### src/rtl/serial_pkg.sv
// serial_pkg
//   Shared definitions for the serial transmit path and the receiver-side
//   logic that reuses the same character width and inter-character gap.
//   - state_e           : scheduler FSM encoding (IDLE=0, LOAD=1, SEND=2, GAP=3)
//   - SERIAL_DATA_W     : default character width
//   - SERIAL_GAP_CYCLES : default idle cycles forced after each character
package serial_pkg;

    typedef enum logic [1:0] {
        ST_IDLE = 2'd0,
        ST_LOAD = 2'd1,
        ST_SEND = 2'd2,
        ST_GAP  = 2'd3
    } state_e;

    localparam int SERIAL_DATA_W     = 8;
    localparam int SERIAL_GAP_CYCLES = 4;

endpackage

### src/rtl/rr_arbiter.sv
// rr_arbiter
//   Purely combinational round-robin pick: returns the first set request
//   found searching upward from ptr, wrapping at NREQ.
//   Ports:
//     req    [NREQ]  request vector
//     ptr    [ID_W]  index with highest priority this round (< NREQ)
//     gnt_id [ID_W]  index of the chosen request (ptr when none set)
//     any    [1]     at least one request is set
module rr_arbiter #(
    parameter int NREQ = 2,
    parameter int ID_W = $clog2(NREQ)
) (
    input  logic [NREQ-1:0] req,
    input  logic [ID_W-1:0] ptr,
    output logic [ID_W-1:0] gnt_id,
    output logic            any
);

    int idx;

    // Walk the priority order backwards so the last hit written is the
    // one closest to ptr, i.e. the highest-priority requester.
    always_comb begin
        gnt_id = ptr;
        any    = 1'b0;
        idx    = 0;
        for (int k = NREQ - 1; k >= 0; k--) begin
            idx = (int'(ptr) + k) % NREQ;
            if (req[ID_W'(idx)]) begin
                gnt_id = ID_W'(idx);
                any    = 1'b1;
            end
        end
    end

endmodule

### src/rtl/serial_tx_scheduler.sv
// serial_tx_scheduler
//   Shares one serial transmitter between NREQ byte requesters using
//   round-robin arbitration. Each character goes IDLE -> LOAD -> SEND -> GAP.
//   A watchdog aborts a character whose tx_done never arrives.
//   Ports:
//     clk, rst       clock, asynchronous active-high reset
//     req_valid      [NREQ]         requester i has a character pending
//     req_data       [NREQ*DATA_W]  requester i data at [i*DATA_W +: DATA_W]
//     req_ready      [NREQ]         one-hot, one-cycle accept pulse
//     tx_data        [DATA_W]       character presented to the transmitter
//     tx_load        [1]            one-cycle load strobe
//     tx_enable      [1]            high while the transmitter shifts
//     tx_done        [1]            one-cycle character-sent pulse (input)
//     grant_id       [clog2(NREQ)]  current/last granted requester
//     busy           [1]            FSM not in IDLE
//     timeout_err    [1]            one-cycle pulse on watchdog abort
//     dbg_state      [2]            FSM state, for observation only
//
//   Requester handshake: a requester raises req_valid with stable req_data
//   and holds both until it sees req_ready for its index. Arbitration only
//   samples req_valid in IDLE; the character is captured at that moment, so
//   once sampled it is sent even if req_valid drops before req_ready.
//   req_ready accompanies tx_load in the LOAD cycle. A reset before LOAD
//   completes leaves the requester to resubmit.
module serial_tx_scheduler
    import serial_pkg::*;
#(
    parameter int NREQ           = 2,
    parameter int DATA_W         = SERIAL_DATA_W,
    parameter int GAP_CYCLES     = SERIAL_GAP_CYCLES,
    parameter int TIMEOUT_CYCLES = 4096
) (
    input  logic                      clk,
    input  logic                      rst,
    input  logic [NREQ-1:0]           req_valid,
    input  logic [NREQ*DATA_W-1:0]    req_data,
    output logic [NREQ-1:0]           req_ready,
    output logic [DATA_W-1:0]         tx_data,
    output logic                      tx_load,
    output logic                      tx_enable,
    input  logic                      tx_done,
    output logic [$clog2(NREQ)-1:0]   grant_id,
    output logic                      busy,
    output logic                      timeout_err,
    output state_e                    dbg_state
);

    localparam int ID_W  = $clog2(NREQ);
    localparam int WD_W  = $clog2(TIMEOUT_CYCLES + 1);
    localparam int GAP_W = $clog2(GAP_CYCLES + 1);

    localparam logic [NREQ-1:0]  ONE_HOT0  = NREQ'(1);
    localparam logic [ID_W-1:0]  LAST_ID   = ID_W'(NREQ - 1);
    localparam logic [WD_W-1:0]  WD_LAST   = WD_W'(TIMEOUT_CYCLES - 1);
    localparam logic [GAP_W-1:0] GAP_LAST  = GAP_W'(GAP_CYCLES - 1);

    state_e             state_q;
    logic [ID_W-1:0]    rr_ptr_q;
    logic [ID_W-1:0]    grant_id_q;
    logic [DATA_W-1:0]  tx_data_q;
    logic [NREQ-1:0]    req_ready_q;
    logic               tx_load_q;
    logic               tx_enable_q;
    logic               timeout_err_q;
    logic               busy_q;
    logic [WD_W-1:0]    wd_q;
    logic [GAP_W-1:0]   gap_q;

    logic [ID_W-1:0]    arb_id;
    logic               arb_any;
    logic [ID_W-1:0]    rr_ptr_d;

    rr_arbiter #(
        .NREQ (NREQ),
        .ID_W (ID_W)
    ) u_arb (
        .req    (req_valid),
        .ptr    (rr_ptr_q),
        .gnt_id (arb_id),
        .any    (arb_any)
    );

    // Priority moves to the requester just after the one being loaded.
    assign rr_ptr_d = (grant_id_q == LAST_ID) ? '0 : grant_id_q + 1'b1;

    // Strobes are registered and set on the transition into the state
    // they belong to, so every output is a flop with no input-to-output path.
    always_ff @(posedge clk or posedge rst) begin
        if (rst) begin
            state_q       <= ST_IDLE;
            rr_ptr_q      <= '0;
            grant_id_q    <= '0;
            tx_data_q     <= '0;
            req_ready_q   <= '0;
            tx_load_q     <= 1'b0;
            tx_enable_q   <= 1'b0;
            timeout_err_q <= 1'b0;
            busy_q        <= 1'b0;
            wd_q          <= '0;
            gap_q         <= '0;
        end else begin
            req_ready_q   <= '0;
            tx_load_q     <= 1'b0;
            timeout_err_q <= 1'b0;
            case (state_q)
                ST_IDLE: begin
                    if (arb_any) begin
                        tx_data_q   <= req_data[arb_id*DATA_W +: DATA_W];
                        grant_id_q  <= arb_id;
                        req_ready_q <= ONE_HOT0 << arb_id;
                        tx_load_q   <= 1'b1;
                        busy_q      <= 1'b1;
                        state_q     <= ST_LOAD;
                    end
                end
                ST_LOAD: begin
                    rr_ptr_q    <= rr_ptr_d;
                    wd_q        <= '0;
                    tx_enable_q <= 1'b1;
                    state_q     <= ST_SEND;
                end
                ST_SEND: begin
                    // tx_done is checked first so it wins a tie with expiry.
                    if (tx_done) begin
                        tx_enable_q <= 1'b0;
                        gap_q       <= '0;
                        state_q     <= ST_GAP;
                    end else if (wd_q == WD_LAST) begin
                        timeout_err_q <= 1'b1;
                        tx_enable_q   <= 1'b0;
                        gap_q         <= '0;
                        state_q       <= ST_GAP;
                    end else begin
                        wd_q <= wd_q + 1'b1;
                    end
                end
                ST_GAP: begin
                    if (gap_q == GAP_LAST) begin
                        busy_q  <= 1'b0;
                        state_q <= ST_IDLE;
                    end else begin
                        gap_q <= gap_q + 1'b1;
                    end
                end
                default: begin
                    busy_q      <= 1'b0;
                    tx_enable_q <= 1'b0;
                    state_q     <= ST_IDLE;
                end
            endcase
        end
    end

    assign req_ready   = req_ready_q;
    assign tx_data     = tx_data_q;
    assign tx_load     = tx_load_q;
    assign tx_enable   = tx_enable_q;
    assign grant_id    = grant_id_q;
    assign busy        = busy_q;
    assign timeout_err = timeout_err_q;
    assign dbg_state   = state_q;

endmodule

### config.mk
export PLATFORM = sky130hd
export DESIGN_NAME = serial_tx_scheduler
export DESIGN_NICKNAME = d
export VERILOG_FILES = /design/src/rtl/serial_pkg.sv /design/src/rtl/rr_arbiter.sv /design/src/rtl/serial_tx_scheduler.sv
export SDC_FILE = /design/constraint.sdc
export NUM_CORES = 1
export LEC_CHECK = 0
export ABC_AREA = 0
export CAP_MARGIN = 40
export CORE_MARGIN = 2
export CORE_UTILIZATION = 45
export DETAILED_ROUTE_END_ITERATION = 8
export PLACE_DENSITY = 0.73
export SLEW_MARGIN = 5
export SYNTH_ARGS = -nofsm -noshare
export SYNTH_HDL_FRONTEND = slang
export SYNTH_SLANG_ARGS = --single-unit
### constraint.sdc
create_clock -name clk -period 4.1 [get_ports clk]
set_input_delay 1.23 -clock clk [delete_from_list [all_inputs] [get_ports clk]]
set_output_delay 1.23 -clock clk [all_outputs]
set_load 0.02 [all_outputs]
==> reports/metrics.cfg, run 1 <==
[synth]
yosysTopAreaCell = dfrtp_1
synthSimpleGateAreaFrac_pct = 19.3
synth_xor_area_share_pct = 0
ys_top_cells_by_area = dfrtp_1 48%, ha_1 5.6%, mux2i_1 5.6%, nand2_1 3.8%, nand3_1 3.6%
synthCells = 182
synth_area_um2 = 1790
synthAdderAreaFrac_pct = 5.59
synth_mux_area_share_pct = 6.85
synth_top_family_by_area = simple AND/OR/NAND/NOR gates
ys_types = 35
yosys_warnings = 0
synth_top_area_share_pct = 47.5
synthesis.nets = 211
synth_compound_area_share_pct = 15.8
ys_seq_area_share_pct = 47.5
synth-seq-cells = 34
postSynthAreaPerCell_um2 = 9.84

[clock_tree]
cts-root-buf = clkbuf_8
cts_hold_buffers = 0
cts.repair.resized = 0
cts_max_level = 2
cts_tree = built
post_cts_buffers = 0
cts_buffers = 5
clk-insertion-delay-late_ns = 0.28
clock-sinks = 34
clkTransAtPathRegs_ns = 0.07
cts_buffer_depth = 2

[worst_setup_path]
worstPathRequired_ns = 4.27
critPathArrivalTime_ns = 2.86
regToRegSetupSlack_ns = 1.90
startpoint_type = input port
r2r.worst_path.cells = 5
crit_type = in2reg
r2r_start = wd_q[0]$_DFFE_PP0P_
timing.rr.end = gap_q[0]$_DFFE_PP0P_
cp_max_fo = 20
endpoint_kind = register

[route]
wl_met2_mm = 1.93
num_vias = 1523
first_pass_iters = 4
route.met3.wl_um = 159
antenna_left = 0
drt_first_iter_violations = 91
via_per_inst = 5.73
totalWireLength_mm = 3.86
highest_layer = met4
drc_errors = 0
met1_length_mm = 1.69
wl_per_cell_um = 14.5

[hold_path]
hold_path_depth = 1
hp-class = reg2reg
min_from = wd_q[12]$_DFFE_PP0P_
min_to = timeout_err$_DFF_PP0_

[layout]
fin_nets = 246
fin_area_um2 = 2260
diodes = 0
final_core_util_pct = 60.4
syn_to_final_growth_pct = 26.3
fillers = 315
stdcell_count = 266
drive_gt1_share_pct = 5.96

[sta]
period_needed_ns = 2.69
worstMarginPinSlew_ns = 0.623
slew_violations = 0
fin_skew_ns = 0.00743
whs_ns = 0.438
setup_viol = 0
rsz0062_at_grt = false
finalHoldViolations = 0
period_share_pct = 65.6
setup_tns_ns = 0
slew_headroom_pct = 58.5
timing.fmax_mhz = 372

[global_route]
grt_first_pass_wirelength_mm = 6.70
antenna_found_initial = 0
overflow = 0
grt_pass1_vias = 1528
grt_usage_pct = 19.6
grt_max_degree = 35

[placed_design]
portBuffers = 36
placed_cell_area_um2 = 2170
gp_congestion = 0.793
dp_cells = 258
hpwl_mm = 2.78

[power]
ir_drop_mv = 0.358
p_per_area_nw_per_um2 = 653
p_leak_nw = 0.999

[outcome]
status = completed

[die]
rows = 22
die_w_um = 67.1
die_y_um = 67.1
pin_count = 38
coreArea_um2 = 3740
initial_core_util_pct = 47.8
fp.dieArea_um2 = 4500

[job]
maxCapViolations = 0

-- cells in the final DEF (no fill, tap or decap), types with 4 or more instances in the layout --
cell,instances
ha_1,8
nor2_1,13
or4_1,6
nand3_1,13
dfrtp_1,34
o211ai_1,7
and3_1,4
nor3_1,4
a221o_1,4
clkdlybuf4s50_1,36
nand2_1,18
inv_1,9
mux2i_1,10
a21oi_1,11
clkbuf_8,6
o21ai_0,7
-- synth_stat cells --
| cell type | n |
|---|---|
| dfrtp_1 | 34 |
| nand2_1 | 18 |
| nand3_1 | 13 |
| nor2_1 | 13 |
| a21oi_1 | 11 |
| mux2i_1 | 10 |
| inv_1 | 9 |
| ha_1 | 8 |
| o211ai_1 | 7 |
| o21ai_0 | 7 |
| or4_1 | 6 |
| a221o_1 | 4 |
| and3_1 | 4 |
| nor3_1 | 4 |
| clkbuf_1 | 3 |
| nand4_1 | 3 |
| and4_1 | 2 |
| buf_1 | 2 |
| buf_2 | 2 |
| buf_6 | 2 |
| mux2_2 | 2 |
| nand2b_1 | 2 |
| nor4_1 | 2 |
| o22ai_1 | 2 |
| o31ai_1 | 2 |
| a22o_1 | 1 |
| a31o_2 | 1 |
| a41o_1 | 1 |
| a41oi_2 | 1 |
| and2_1 | 1 |
| clkinv_1 | 1 |
| nor2b_1 | 1 |
| o311a_1 | 1 |
| o311ai_0 | 1 |
| o32a_1 | 1 |
-- sequential cells by signal, summed over array words and instances (netlist names) --
register	flops
grant_id	1
req_ready	2
rr_ptr_q	1
busy	1
wd_q	13
timeout_err	1
tx_load	1
tx_data	8
tx_enable	1
dbg_state	2
gap_q	3
-- kinds of logic (layout without fill, tap and decap cells) --
logic type                 after synthesis  in the layout
muxes                                   12             12
DFF                                     34             34
adders and majority gates                8              8
and+or+nand+nor                         69             69
buffers and inverters                   19             55
AOI/OAI and AO/OA                       40             40
-- through the flow --
| step | total power [mW] | setup WS [ns] |
|---|---|---|
| final | 1.48 | 1.41 |
| after global routing | 1.59 | 1.31 |
| after CTS | 1.49 | 1.41 |
| after detailed placement | 1.23 | 1.12 |
| after global placement | 1.20 | 1.20 |
| after floorplan | 0.971 | 1.90 |
-- area by class of cell --
type                    instances  area (um2)  area share, %
flip-flops and latches         34         851           37.6
multi-input cells             129         851           37.6
repair buffers                 37         368           16.3
clock buffers                   6        82.6           3.65
well taps                      48        60.1           2.65
inverters                      10        37.5           1.66
clock inverters                 2        12.5          0.553
-- how the worst max path moves through the flow --
stage,to,depth (start not counted),start
2_1_floorplan,wd_q[10]$_DFFE_PP0P_,4,tx_done
3_3_place_gp,gap_q[0]$_DFFE_PP0P_,4,tx_done
3_5_place_dp,gap_q[0]$_DFFE_PP0P_,4,tx_done
4_1_cts,gap_q[0]$_DFFE_PP0P_,4,tx_done
5_1_grt,gap_q[0]$_DFFE_PP0P_,4,tx_done
6_report,gap_q[0]$_DFFE_PP0P_,4,tx_done
-- report_power, final --
group / switching [mW] / internal (mW) / total, mW
Combinational: 0.397 / 0.308 / 0.705
Clock: 0.121 / 0.135 / 0.256
Sequential: 0.0832 / 0.434 / 0.517
-- layer usage --
metal,vias up,GRT usage [%]
met5,-,0
met1,731,23.9
met2,37,33.8
met4,0,7.40
li1,745,-
met3,10,4.22
-- worst max-delay path, stage by stage --
cell	delay, ns
clkdlybuf4s50_1	0.51
a41o_1	0.52
o21ai_0	0.22
a221o_1	0.38
Note: power is estimated with default switching activity, not from simulation.
==> inputs of run 2 (changes only) <==
--- a/config.mk
+++ b/config.mk
@@ -10,7 +10,7 @@
 export CORE_MARGIN = 2
 export CORE_UTILIZATION = 45
 export DETAILED_ROUTE_END_ITERATION = 8
-export PLACE_DENSITY = 0.73
+export PLACE_DENSITY = 0.76
 export SLEW_MARGIN = 5
 export SYNTH_ARGS = -nofsm -noshare
 export SYNTH_HDL_FRONTEND = slang
==> constraint.sdc (replaced) <==
create_clock -name clk -period 2.34 [get_ports clk]
set_input_delay 0.702 -clock clk [delete_from_list [all_inputs] [get_ports clk]]
set_output_delay 0.702 -clock clk [all_outputs]
set_load 0.02 [all_outputs]
==> run 2 against run 1 <==
Effect of this change:
- core utilization grew 1.1 points
- register-to-register slack got worse by 1.6 ns
- setup slack worse by 1.1 ns
- clock skew is 0.00091 ns lower
- global-route usage increased by 0.30 points
- combinational power grew 80%
- cell area grew 1.8%
- power rose by 75%
- largest cell class unchanged
==> reports/metrics.cfg, run 2 (synthesis results as in run 1) <==
[clock_tree]
cts_tree = built
cts-root-buf = clkbuf_8
post_cts_buffers = 0
cts_buffers = 5
clk-insertion-delay-late_ns = 0.28
cts_hold_buffers = 0
clock-sinks = 34
clkTransAtPathRegs_ns = 0.06
cts_buffer_depth = 2
cts.repair.resized = 0
cts_max_level = 2

[layout]
syn_to_final_growth_pct = 28.7
top_register = wd_q
fin_area_um2 = 2300
final_cell_mix = 36 x clkdlybuf4s50_1, 34 x dfrtp_1, 18 x nand2_1
diodes = 0
fin_nets = 254
layout_commonest_cell = clkdlybuf4s50_1
drive_gt1_share_pct = 8.00
largest_reg_flops = 13

[die]
pin_count = 38
fp.dieArea_um2 = 4500
initial_core_util_pct = 47.8
rows = 22
die_y_um = 67.1
die_w_um = 67.1
coreArea_um2 = 3740

[worst_setup_path]
endpoint_kind = primary output
max_stage_delay_ns = 0.64
crit_family = buffers and inverters
startpoint_type = register
crit_type = reg2out
crit_chain = clkdlybuf4s50_1
cp_max_fo = 5
critPathArrivalTime_ns = 1.35
cp.buffers_inverters = 1
crit_slowest_cell = clkdlybuf4s50_1
worstPathRequired_ns = 1.64

[global_route]
grt_max_degree = 35
antenna_found_initial = 0
grt_first_pass_wirelength_mm = 6.74
grt_pass1_vias = 1483
grt_usage_pct = 19.9
overflow = 0

[sta]
worstMarginPinSlew_ns = 0.537
slew_violations = 0
timing.fmax_mhz = 488
setup_viol = 0
period_share_pct = 87.6
fin_skew_ns = 0.00651
setup_tns_ns = 0
finalHoldViolations = 0
slew_headroom_pct = 64.2
rsz0062_at_grt = false
period_needed_ns = 2.05

[power]
p_leak_nw = 1.03
power_frac_seq_pct = 35.3
share_comb_of_total_power_pct = 49.1
power_switching_mw = 1.05
ir_drop_mv = 0.578
intPower_mw = 1.53
power_frac_clock_pct = 15.5
p_per_area_nw_per_um2 = 1120
finalPower_mw = 2.58
switching_share_pct = 40.7

[hold_path]
hp-class = reg2reg

[route]
totalWireLength_mm = 3.91
highest_layer = met4
num_vias = 1544
wl_per_cell_um = 14.3
via_per_inst = 5.66
route.met3.wl_um = 168
antenna_left = 0
drt_first_iter_violations = 73
drc_errors = 0
met1_length_mm = 1.77
wl_met2_mm = 1.90
first_pass_iters = 4

[outcome]
status = completed

[job]
maxCapViolations = 0

[placed_design]
placed_cell_area_um2 = 2230
gp_congestion = 0.813
hpwl_mm = 2.87
portBuffers = 36

run 2: cell count changes in the layout (fill, tap and decap cells not counted), sizes merged:
cell,previous run,this run
buf,1,9
clkbuf,6,7
clkinv,2,1
clkinvlp,1,0
run 2: path summary, 6_finish.rpt:
kind | startpoint | end | slack [ns] | cells past startpoint
max in group asynchronous | rst | wd_q[10]$_DFFE_PP0P_ | 1.23 | 3
min in group asynchronous | rst | tx_data[5]$_DFFE_PP0P_ | 0.80 | 3
min reg2reg | wd_q[12]$_DFFE_PP0P_ | timeout_err$_DFF_PP0_ | 0.43 | 1
min | wd_q[12]$_DFFE_PP0P_ | timeout_err$_DFF_PP0_ | 0.43 | 1
max | dbg_state[0]$_DFFE_PP0P_ | dbg_state[0] | 0.29 | 1
max reg2reg | wd_q[0]$_DFFE_PP0P_ | wd_q[9]$_DFFE_PP0P_ | 0.34 | 6
run 2: area by class of cell:
class                   count  area [um2]
repair buffers             45         428
flip-flops and latches     34         851
fillers                   338        1440
clock buffers               7        76.3
inverters                  10        37.5
well taps                  48        60.1
multi-input cells         129         851
run 2: layer usage:
| metal | vias up | track usage [%] |
|---|---|---|
| li1 | 754 | - |
| met1 | 746 | 25.5 |
| met2 | 39 | 31.8 |
| met3 | 5 | 4.22 |
| met4 | 0 | 9.69 |
| met5 | - | 0 |
run 2: power by group through the flow:
stage	Sequential [mW]	Clock, mW	Combinational (mW)
5_1_grt	0.946	0.437	1.39
4_1_cts	0.918	0.408	1.28
3_3_place_gp	0.917	0	1.24
3_5_place_dp	0.928	0	1.27
6_report	0.913	0.401	1.27
2_1_floorplan	1.03	0	0.674
run 2: metrics by stage:
stage               worst slack (ns)  hold WS [ns]  cells  util (%)
global placement               0.116         0.421    266      59.5
CTS                            0.272         0.435    273      61.5
detailed placement             0.105         0.427    266      59.5
finish                         0.290         0.432    273      61.5
floorplan                      0.508         0.409    182         -
global route                   0.238         0.473    273      61.5
